$ cat src/rtl/unix_time_counter_if.sv
// Control/status bundle between the seconds counter and its host logic.
// The master drives load/run/alarm controls; the slave returns time and flags.
interface unix_time_counter_if #(
  parameter int N = 64,
  parameter int M = 26
);
  logic         load_n;
  logic         go;
  logic [N-1:0] set_counter;
  logic         alarm_we;
  logic [N-1:0] alarm_set;
  logic         alarm_en;
  logic         alarm_ack;
  logic [N-1:0] counter;
  logic [M-1:0] sub_count;
  logic         tick;
  logic         alarm_hit;
  logic         alarm_pending;
  logic         wrapped;

  modport master (
    output load_n, go, set_counter, alarm_we, alarm_set, alarm_en, alarm_ack,
    input  counter, sub_count, tick, alarm_hit, alarm_pending, wrapped
  );

  modport slave (
    input  load_n, go, set_counter, alarm_we, alarm_set, alarm_en, alarm_ack,
    output counter, sub_count, tick, alarm_hit, alarm_pending, wrapped
  );
endinterface

$ cat src/rtl/unix_time_counter.sv
// Unix-epoch seconds counter driven by a DIV-cycle prescaler strobe, with
// synchronous load, pause, alarm compare (sticky pending) and wrap flag.
module unix_time_counter #(
  parameter int N   = 64,
  parameter int DIV = 50_000_000,
  parameter int M   = 26
) (
  input logic               clk,
  input logic               reset,
  unix_time_counter_if.slave bus
);
  localparam logic [M-1:0] TERM = M'(DIV - 1);

  logic [N-1:0] counter_q, counter_d;
  logic [M-1:0] sub_q, sub_d;
  logic [N-1:0] alarm_q, alarm_d;
  logic         tick_q, tick_d;
  logic         hit_q, hit_d;
  logic         pend_q, pend_d;
  logic         wrap_q, wrap_d;
  logic [N-1:0] cnt_inc;

  assign cnt_inc = counter_q + N'(1);

  always_comb begin
    counter_d = counter_q;
    sub_d     = sub_q;
    alarm_d   = bus.alarm_we ? bus.alarm_set : alarm_q;
    tick_d    = 1'b0;
    hit_d     = 1'b0;
    pend_d    = pend_q & ~bus.alarm_ack;
    wrap_d    = wrap_q;
    if (!bus.load_n) begin
      counter_d = bus.set_counter;
      sub_d     = '0;
      wrap_d    = 1'b0;
    end else if (bus.go) begin
      if (sub_q == TERM) begin
        sub_d     = '0;
        counter_d = cnt_inc;
        tick_d    = 1'b1;
        if (&counter_q) wrap_d = 1'b1;
        // Compare against the alarm value held before this edge.
        if (bus.alarm_en && cnt_inc == alarm_q) begin
          hit_d  = 1'b1;
          pend_d = 1'b1;
        end
      end else begin
        sub_d = sub_q + M'(1);
      end
    end
  end

  always_ff @(posedge clk or posedge reset) begin
    if (reset) begin
      counter_q <= '0;
      sub_q     <= '0;
      alarm_q   <= '0;
      tick_q    <= 1'b0;
      hit_q     <= 1'b0;
      pend_q    <= 1'b0;
      wrap_q    <= 1'b0;
    end else begin
      counter_q <= counter_d;
      sub_q     <= sub_d;
      alarm_q   <= alarm_d;
      tick_q    <= tick_d;
      hit_q     <= hit_d;
      pend_q    <= pend_d;
      wrap_q    <= wrap_d;
    end
  end

  assign bus.counter       = counter_q;
  assign bus.sub_count     = sub_q;
  assign bus.tick          = tick_q;
  assign bus.alarm_hit     = hit_q;
  assign bus.alarm_pending = pend_q;
  assign bus.wrapped       = wrap_q;
endmodule
$ cat src/flat_wrapper.sv
// flat-port wrapper written by rule: the top's interface ports become plain ports
module unix_time_counter_flat 
#(
  parameter int N   = 64,
  parameter int DIV = 50_000_000,
  parameter int M   = 26
)
  (clk, reset, bus_load_n, bus_go, bus_set_counter, bus_alarm_we, bus_alarm_set, bus_alarm_en, bus_alarm_ack, bus_counter, bus_sub_count, bus_tick, bus_alarm_hit, bus_alarm_pending, bus_wrapped);
  unix_time_counter_if #(.N(N), .M(M)) bus_i ();
  input logic clk;
  input logic reset;
  input wire logic [$bits(bus_i.load_n)-1:0] bus_load_n;
  input wire logic [$bits(bus_i.go)-1:0] bus_go;
  input wire logic [$bits(bus_i.set_counter)-1:0] bus_set_counter;
  input wire logic [$bits(bus_i.alarm_we)-1:0] bus_alarm_we;
  input wire logic [$bits(bus_i.alarm_set)-1:0] bus_alarm_set;
  input wire logic [$bits(bus_i.alarm_en)-1:0] bus_alarm_en;
  input wire logic [$bits(bus_i.alarm_ack)-1:0] bus_alarm_ack;
  output wire logic [$bits(bus_i.counter)-1:0] bus_counter;
  output wire logic [$bits(bus_i.sub_count)-1:0] bus_sub_count;
  output wire logic [$bits(bus_i.tick)-1:0] bus_tick;
  output wire logic [$bits(bus_i.alarm_hit)-1:0] bus_alarm_hit;
  output wire logic [$bits(bus_i.alarm_pending)-1:0] bus_alarm_pending;
  output wire logic [$bits(bus_i.wrapped)-1:0] bus_wrapped;
  assign bus_i.load_n = bus_load_n;
  assign bus_i.go = bus_go;
  assign bus_i.set_counter = bus_set_counter;
  assign bus_i.alarm_we = bus_alarm_we;
  assign bus_i.alarm_set = bus_alarm_set;
  assign bus_i.alarm_en = bus_alarm_en;
  assign bus_i.alarm_ack = bus_alarm_ack;
  assign bus_counter = bus_i.counter;
  assign bus_sub_count = bus_i.sub_count;
  assign bus_tick = bus_i.tick;
  assign bus_alarm_hit = bus_i.alarm_hit;
  assign bus_alarm_pending = bus_i.alarm_pending;
  assign bus_wrapped = bus_i.wrapped;
  unix_time_counter #(.N(N), .DIV(DIV), .M(M)) u_core (.clk(clk), .reset(reset), .bus(bus_i));
endmodule
$ cat config.mk
export PLATFORM = sky130hd
export DESIGN_NAME = unix_time_counter_flat
export DESIGN_NICKNAME = d
export VERILOG_FILES = /design/src/rtl/unix_time_counter_if.sv /design/src/rtl/unix_time_counter.sv /design/src/flat_wrapper.sv
export SDC_FILE = /design/constraint.sdc
export NUM_CORES = 1
export LEC_CHECK = 0
export BUFFER_PORTS_ARGS = -buffer_cell sky130_fd_sc_hd__buf_2
export CAP_MARGIN = 10
export CORE_ASPECT_RATIO = 0.5
export CORE_MARGIN = 3
export CORE_UTILIZATION = 55
export CTS_BUF_LIST = sky130_fd_sc_hd__clkbuf_16
export DETAILED_ROUTE_END_ITERATION = 10
export GPL_TIMING_DRIVEN = 0
export PLACE_DENSITY = 0.81
export SLEW_MARGIN = 40
export SYNTH_ARGS = -nofsm -noshare
export SYNTH_HDL_FRONTEND = slang
export SYNTH_SLANG_ARGS = --single-unit
$ cat constraint.sdc
create_clock -name clk -period 6.4 [get_ports clk]
set_input_delay 0.96 -clock clk [delete_from_list [all_inputs] [get_ports clk]]
set_output_delay 0.96 -clock clk [all_outputs]
set_load 0.005 [all_outputs]
# [After elaboration in Yosys (flattened, before gate mapping)]
# Cells that the tools add are included.
[op_classes] n_addsub=2 eq_ne=5 n_mux=21 n_bitwise=2 reduce_logical=4
[op_table] operator="$mux 64" n=3
[op_table] operator="$mux 26" n=3
[op_table] operator="$add 64x1->64 const B" n=1
[op_table] operator="$eq 64x64->1" n=1
[op_table] operator="$reduce_and 64->1" n=1
[op_table] operator="$add 26x1->26 const B" n=1
[op_table] operator="$eq 26x26->1 const B" n=1
[op_table] operator="$mux 1" n=15
[op_table] operator="$ne 2x1->1 const B" n=3
[op_table] operator="$reduce_and 3->1" n=1
[op_table] operator="$reduce_and 2->1" n=1
[op_table] operator="$and 1x1->1" n=1
[op_table] operator="$logic_and 1x1->1" n=1
[op_table] operator="$not 1->1" n=1
[totals] register_bits=158 in_bits=135 out_inout_bits=94 word_cells=41

# [Depth between registers and ports, before layout]
# Gate-level depths: netlist of run 1.
[depth] ltp_word=7 mapped_depth=11 depth_no_buf=9

# [Worst setup path before layout of run 1]
# Ideal clock, no wire load.
[synth_timing] path_type="input to register" startpoint="in bus_load_n" endpoint="reg u_core.hit_q (netlist: u_core.bus.alarm_hit)" setup_ns=0.096 arrival_ns=2.567 setup_slack_ns=3.737 path_stages=9 path_buffers=1 path_cell_list="clkbuf_1 nand3_1 a2111oi_0 and3_1 o221a_2 nand4_1 nor4_2 nand4_1 nor4_2"
[synth_between] elab_chain_len=1
[synth_lines] element="start: declaration" line="flat_wrapper.sv:12" rtl="input wire logic [$bits(bus_i.load_n)-1:0] bus_load_n;"
[synth_lines] element="$mux 1" line="unix_time_counter.sv:33" rtl="if (!bus.load_n) begin"
[synth_lines] element="via u_core.hit_d" line="unix_time_counter.sv:18" rtl="logic hit_q, hit_d;"
[synth_lines] element="end signal: assignment" line="unix_time_counter.sv:68" rtl="hit_q <= hit_d;"
[synth_lines] element="end: declaration" line="unix_time_counter.sv:18"
# The timed path passes the listed nets, and every way through them passes these cells.
# A chain may end at the register's enable or synchronous reset.

# [Worst setup path after layout of run 1]
[layout_timing] startpoint="reg u_core.sub_q[0] (netlist: u_core.bus.sub_count[0])" endpoint="reg u_core.counter_q[62] (netlist: u_core.bus.counter[62])"
[layout_between] elab_chain_len=3
[layout_lines] element="start: declaration" line="unix_time_counter.sv:15" rtl="logic [M-1:0] sub_q, sub_d;"
[layout_lines] element="start signal: assignment" line="unix_time_counter.sv:65" rtl="sub_q <= sub_d;"
[layout_lines] element="$eq 26x26->1" line="unix_time_counter.sv:38" rtl="if (sub_q == TERM) begin"
[layout_lines] element="$ne 2x1->1 (no line)"
[layout_lines] element="$reduce_and 2->1 (no line)"
[layout_lines] element="end signal: assignment" line="unix_time_counter.sv:64" rtl="counter_q <= counter_d;"
[layout_lines] element="end: declaration" line="unix_time_counter.sv:14" rtl="logic [N-1:0] counter_q, counter_d;"
# Every way passes these cells.

==> results.md, run 1 <==
* Vias in the first global route at between 9000 and 10000
* Full die area at a little under 0.02 mm2
* Syn Inst Count at about 1100
* DRC at 0
* Worst VDD drop at 0.255 mV
* GRT overflow at 0
* Syn avg cell area at roughly 9.4 um2
* Max Slew Vio Count at 0
* # Max-Cap Violations at 0
* Vias/cell at 6.00
* DP HPWL at between 20000 and 30000 um
* All-Layer GR Usage at approximately 33%
* EDFF count, synth at 0
* CTS-repair resized insts at 0
* CTS tree: done
* Placed insts at 1508
* CTS Buf Count at 17
* Reg2Reg Setup Slack at between 3000 and 4000 ps
* R2r startpoint: u_core.bus.sub_count[0]
* Req. time, crit path at between 6000 and 7000 ps
* Pleak at approximately 4.9 nW
* WL per Instance at 21.4 um
* Post-CTS Hold Fix Bufs at 0
* Area delta synth->final at 20.4%
* Iteration-0 DRC Markers at around 970
* Largest net degree at the start of global routing at just under 70
* Die Span Y at between 100 and 150 um
* N_diodes at 0
* RSZ-0062 raised after global routing: no
* Total setup buffers inserted after CTS at 0
* Fmax at 0.295 GHz
* Cell Area, Synth at between 0.009 and 0.01 mm2
* Clock latency at the later pin of the worst-skew pair at between 400 and 500 ps
* I/O pin count at 229
* Final #Nets at ~1400
* CTS HTree Levels at 4
* Final Hold Viols at 0
* Finished Core Util at 70.1%
* Tightest Pin Transition at 904 ps
* Clk Tree Root Cell: clkbuf_16
* Clk sinks at 158
* Initial antenna violation count at 3
* Final worst-path cycle share at 53.0%
* Die X at slightly below 200 um
* Ys Warns at 0
* Pre-CTS setup slack at between 3000 and 4000 ps
* Arr. time, crit path at 3700 ps
* PnR worst setup slack at between 3000 and 4000 ps
* Initial Utilization at 58.2%
* Vias at between 9000 and 10000
* Adder-Cell Fraction of Synth Area at less than 1%
* Worst-path clk slew at approximately 70 ps
* Largest family of logic cells by synthesized area: simple AND/OR/NAND/NOR gates
* Synth Area in Compound Gates at ~8.1%
* First-pass GRT wire length at approximately 50000 um
* Ys flop type: dfrtp_1
* Slew headroom at between 30% and 40%
* FF-to-FF End: u_core.bus.counter[62]
* Post-Syn Nets at 1190
* Async S/R FF share, synth at 100%
* Post-synthesis sequential area ratio at between 40% and 50%
* Crit path capture type: flop
* Detail Route Antenna Nets at 0
* Routed WL at approximately 33000 um
* Worst Clk Skew at between 10 and 15 ps
* Input/output buffers at roughly 230
* Final std cells w/o fill at around 1500
* Crit path time final at ~3400 ps
* Status: finished clean
* Hold slack at approximately 460 ps
* PD cells at ~230 mW/mm2
* FF+latch count, synth at 158
* Core ar. at about 0.017 mm2
* First-pass detailed-route iteration total at 6
* Post-synthesis xor/xnor area fraction at ~15%
* # rows at 33
* Worst hold path class: primary input to asynchronous set/reset pin
* Placer Congestion at between 1 and 1.5
* Post-Synth Simple-Gate Area at between 20% and 30%
* Worst-path fanout max at 6
* Clock Path Buffers at 2
* Reg2reg path depth at 9
* CP Class: flop to flop
* Fraction of layout cells with a size suffix above 1 at between 30% and 40%
* Final setup viols at 0
* Crit start category: flop
* Mux cell area share after synthesis at 7.60%
* Synth unique cells at roughly 80
power breakdown:
part	switching, W	internal (W)
sequential	0.0000890	0.00108
clock	0.000457	0.000499
combinational	0.000333	0.000256
through the flow:
step           setup TNS, ps  cell area (um2)  total power [W]
3_5_place_dp               0            11400          0.00175
2_1_floorplan              0             9870          0.00153
6_report                   0            11900          0.00271
5_1_grt                    0            11900          0.00281
3_3_place_gp          -66970            11300          0.00173
4_1_cts                    0            11900          0.00270
layout by cell type (no fill, tap or decap), types with 5 or more instances in the layout:
master | Yosys | routed
nand2_1 | 50 | 50
clkbuf_16 | 0 | 17
nand2b_1 | 6 | 6
nor3_2 | 6 | 6
nor2b_1 | 6 | 6
nand3_1 | 47 | 47
nor2_1 | 152 | 152
clkbuf_2 | 5 | 6
inv_6 | 0 | 6
o21a_1 | 5 | 5
clkbuf_1 | 30 | 29
nor4_2 | 5 | 5
and2_1 | 6 | 6
nand4_2 | 7 | 7
nand4_1 | 51 | 51
nand3b_1 | 5 | 5
dfrtp_1 | 158 | 158
buf_4 | 6 | 6
nor4_1 | 9 | 9
nor3_1 | 24 | 24
xor2_1 | 61 | 61
inv_1 | 11 | 10
a21oi_1 | 68 | 68
and4_1 | 8 | 8
xnor2_1 | 109 | 109
clkinvlp_4 | 0 | 5
and3_1 | 16 | 16
mux2_2 | 64 | 64
buf_2 | 20 | 246
a31oi_1 | 9 | 9
o21ai_0 | 14 | 14
or3_1 | 10 | 10
flip-flops by register name, summed over array words and instances (netlist names):
| signal | count |
|---|---|
| u_core.bus.alarm_hit | 1 |
| u_core.bus.sub_count | 26 |
| u_core.bus.counter | 64 |
| u_core.bus.tick | 1 |
| u_core.alarm_q | 64 |
| u_core.bus.wrapped | 1 |
| u_core.bus.alarm_pending | 1 |
worst max-delay path, cell delays in order (launching register included):
cell,delay (ps)
dfrtp_1,430
ha_1,230
nand3_2,160
nor3_1,460
or3b_4,520
or2_2,300
clkbuf_1,200
nor3_1,660
xnor2_1,210
a21oi_1,90
worst max path at each step:
stage | start | endpoint | slack [ps] | cells after the start
global route | u_core.bus.counter[4] | u_core.bus.alarm_pending | 2900 | 9
CTS | u_core.bus.sub_count[0] | u_core.bus.wrapped | 3160 | 9
finish | u_core.bus.sub_count[0] | u_core.bus.counter[62] | 3010 | 9
detailed placement | bus_load_n | u_core.bus.alarm_pending | 3010 | 9
global placement | reset | u_core.alarm_q[29] | -440 | 2
floorplan | reset | u_core.alarm_q[0] | 1180 | 1
synth_stat cells, types with 4 or more instances:
| cell | count | share of area, % |
|---|---|---|
| a21oi_1 | 68 | 3.4 |
| a31oi_1 | 9 | 0.57 |
| and2_1 | 6 | 0.38 |
| and3_1 | 16 | 1.0 |
| and4_1 | 8 | 0.71 |
| buf_2 | 20 | 1.0 |
| buf_4 | 6 | 0.46 |
| clkbuf_1 | 30 | 1.1 |
| clkbuf_2 | 5 | 0.25 |
| dfrtp_1 | 158 | 40 |
| inv_1 | 11 | 0.42 |
| mux2_2 | 64 | 7.3 |
| nand2_1 | 50 | 1.9 |
| nand2b_1 | 6 | 0.38 |
| nand3_1 | 47 | 2.4 |
| nand3b_1 | 5 | 0.38 |
| nand4_1 | 51 | 3.2 |
| nand4_2 | 7 | 0.89 |
| nor2_1 | 152 | 5.8 |
| nor2b_1 | 6 | 0.38 |
| nor3_1 | 24 | 1.2 |
| nor3_2 | 6 | 0.61 |
| nor4_1 | 9 | 0.57 |
| nor4_2 | 5 | 0.63 |
| nor4_4 | 4 | 0.86 |
| o21a_1 | 5 | 0.38 |
| o21ai_0 | 14 | 0.71 |
| or3_1 | 10 | 0.63 |
| xnor2_1 | 109 | 9.7 |
| xor2_1 | 61 | 5.4 |
layout make-up:
class	count	area (um2)
buffer	65	314
clock buffer	17	425
clock inverter	15	111
fill	1355	5080
inverter	11	48.8
multi-input combinational	819	5570
sequential	158	3950
tap	227	284
timing repair buffer	228	1190
cell families after synthesis:
group	count (synthesis)
AND/OR/NAND/NOR	447
XOR/XNOR	170
buffers and inverters	76
adder cells (fa/ha/maj)	2
multiplexers	67
flip-flops	158
AO/OA/AOI/OAI	133
routing by layer:
| metal | share of wire, % | track usage [%] | wire length [um] |
|---|---|---|---|
| met1 | 43 | 46.6 | 14200 |
| met2 | 43 | 48.5 | 14200 |
| met3 | 13 | 13.8 | 4180 |
| met4 | 1.3 | 7.44 | 444 |
| met5 | 0.11 | 0 | 36 |
(Power assumes the default switching activity.)
==> inputs of run 2 (changes only) <==
==> constraint.sdc (replaced) <==
create_clock -name clk -period 3.25 [get_ports clk]
set_input_delay 0.4875 -clock clk [delete_from_list [all_inputs] [get_ports clk]]
set_output_delay 0.4875 -clock clk [all_outputs]
set_load 0.005 [all_outputs]
==> results.md, run 2 (synthesized netlist as in run 1, its figures left out) <==
* Status: finished, violations left
* Failing checks: negative setup slack
* DP HPWL at 26500 um (+2.9%)
* First-pass GRT wire length at 51900 um (+2.9%)
* CTS HTree Levels at 4 (unchanged)
* Placer Congestion at 1.02 (+1.2%)
* Largest net degree at the start of global routing at 28 (-59%)
* RSZ-0062 raised after global routing: yes
* Initial antenna violation count at 2 (-1)
* PnR worst setup slack at -1.33 ps (-3010 ps)
* Pleak at 5.03 nW (+3.2%)
* Input/output buffers at 226 (unchanged)
* Full die area at 0.0197 mm2 (unchanged)
* Commonest non-fill, non-tap cell in the layout: buf_2
* All-Layer GR Usage at 34.4% (+1.1 points)
* Critical path's top delay family: simple AND/OR/NAND/NOR gates
* Crit start category: flop
* Die Span Y at 101 um (unchanged)
* Tightest Pin Transition at 905 ps (+0.880 ps)
* Routed WL at 34400 um (+4.3%)
* DP Area at 0.0115 mm2 (+0.91%)
* Power, Total at 0.00563 W (+110%)
* Initial Utilization at 58.2% (unchanged)
* Final setup viols at 1 (+1)
* Arr. time, crit path at 3560 ps (-140 ps)
* Iteration-0 DRC Markers at 952 (-1.6%)
* Max Slew Vio Count at 0 (unchanged)
* Req. time, crit path at 3550 ps (-3160 ps)
* Fill cells at 1306 (-3.6%)
* Crit path largest cell delay at 600 ps (-60 ps)
* Core ar. at 0.0170 mm2 (unchanged)
* GRT overflow at 0 (unchanged)
* Clk sinks at 158 (unchanged)
* WP buf/inv at 1 (unchanged)
* Pre-CTS setup slack at -3.24 ps (-3010 ps)
* Area delta synth->final at 23.2%
* PD cells at 463 mW/mm2 (+100%)
* Fraction of layout cells with a size suffix above 1 at 31.6% (+1.2 points)
* DRC at 0 (unchanged)
* Worst VDD drop at 0.361 mV (+42%)
* Vias in the first global route at 9282 (+2.4%)
* Clock latency at the later pin of the worst-skew pair at 430 ps (about the same)
* Detail Route Antenna Nets at 0 (unchanged)
* Vias/cell at 6.12 (+1.9%)
* Final #Nets at 1446 (+0.63%)
* Final worst-path cycle share at 100% (+47 points)
* Clk Tree Root Cell: clkbuf_16
* WL per Instance at 22.2 um (+3.6%)
* I/O pin count at 229 (unchanged)
* Slew headroom at 39.7% (+0.16 points)
* Die X at 195 um (unchanged)
* CTS tree: done
* Worst-path clk slew at 70 ps (about the same)
* # rows at 33 (unchanged)
* Worst path slowest cell: nor3_1
* Clock Path Buffers at 2 (unchanged)
* # Max-Cap Violations at 0 (unchanged)
* Crit path capture type: flop
* Worst Clk Skew at 12.6 ps (-1.69 ps)
* Crit path cell chain: buf_2 > nand4_4 > nor3_1 > nand4b_1 > xnor2_1 > o21ai_1 > nor4_2 > nand4_1 > o31ai_1
* CTS Buf Count at 17 (unchanged)
* Highest-count cells in the layout ignoring fill and taps: buf_2 (246), dfrtp_1 (157), nor2_1 (151)
* Fmax at 0.308 GHz (+4.4%)
* TNS Setup at -1.33 ps (-1.33 ps)
* Crit path time final at 3250 ps (-142 ps)
* Worst-path fanout max at 8 (+2)
* Vias at 9483 (+2.6%)
* CP Class: flop to flop
* Final Hold Viols at 0 (unchanged)
* Worst hold path class: primary input to flop
* First-pass detailed-route iteration total at 5 (-1)
* Final Instance Area at 0.0122 mm2 (+2.3%)
[run 2: cell count changes in the layout (fill, tap and decap cells not counted), moves of 2 or more]
cell and change:
buf_12 +4, clkbuf_2 +2, nor3_1 -3, bufinv_16 +3, buf_4 +3, nor4_2 +2
nor4_1 -2, nor3_4 +2, clkbuf_1 -2
[run 2: power breakdown]
part	switching (W)	leakage (nW)	total [W]	internal, W
Sequential	0.000174	1.88	0.00229	0.00212
Clock	0.000918	0.288	0.00214	0.00122
Combinational	0.000674	2.86	0.00120	0.000522
[run 2: path summary, 6_finish.rpt]
check                                 startpoint                  endpoint  slack, ps  cells after the start
hold / removal                 bus_alarm_set[18]        u_core.alarm_q[18]        280                      2
max in group asynchronous                  reset    u_core.bus.counter[31]       1810                      7
setup / recovery           u_core.bus.counter[7]  u_core.bus.alarm_pending         -1                      9
setup reg to reg           u_core.bus.counter[7]  u_core.bus.alarm_pending         -1                      9
min in group asynchronous                  reset  u_core.bus.sub_count[24]        480                      3
hold reg to reg               u_core.bus.wrapped        u_core.bus.wrapped        520                      1
[run 2: cell type report]
cell class / count / area, um2 / share of cell area, %
antenna: 1 / 2.50 / 0.0206
buffer: 65 / 317 / 2.60
clock buffer: 17 / 425 / 3.50
clock inverter: 15 / 184 / 1.51
inverter: 11 / 45.0 / 0.370
multi-input combinational: 819 / 5620 / 46.2
sequential: 158 / 3960 / 32.5
tap: 227 / 284 / 2.34
timing repair buffer: 237 / 1330 / 10.9
[run 2: repair_timing]
action	4_1_cts	5_1_grt
pin swaps	1	1
gates resized for setup	0	15
endpoints found under the setup margin	1	29
setup buffers	2	1
hold endpoints to repair	1	0
hold buffers	1	0
[run 2: per-layer routing]
layer / track usage (%) / wire length [um]
met2: 50.8 / 14800
met1: 46.6 / 14300
met5: 0 / 7
met3: 16.0 / 4740
met4: 7.12 / 508
[run 2: per-stage QoR]
stage	hold slack, ps	util (%)	cells
final	282	71.7	1550
after global routing	271	71.7	1550
after CTS	271	71.2	1548
after detailed placement	369	67.5	1513
after global placement	475	66.5	1506
after floorplan	479	-	1053
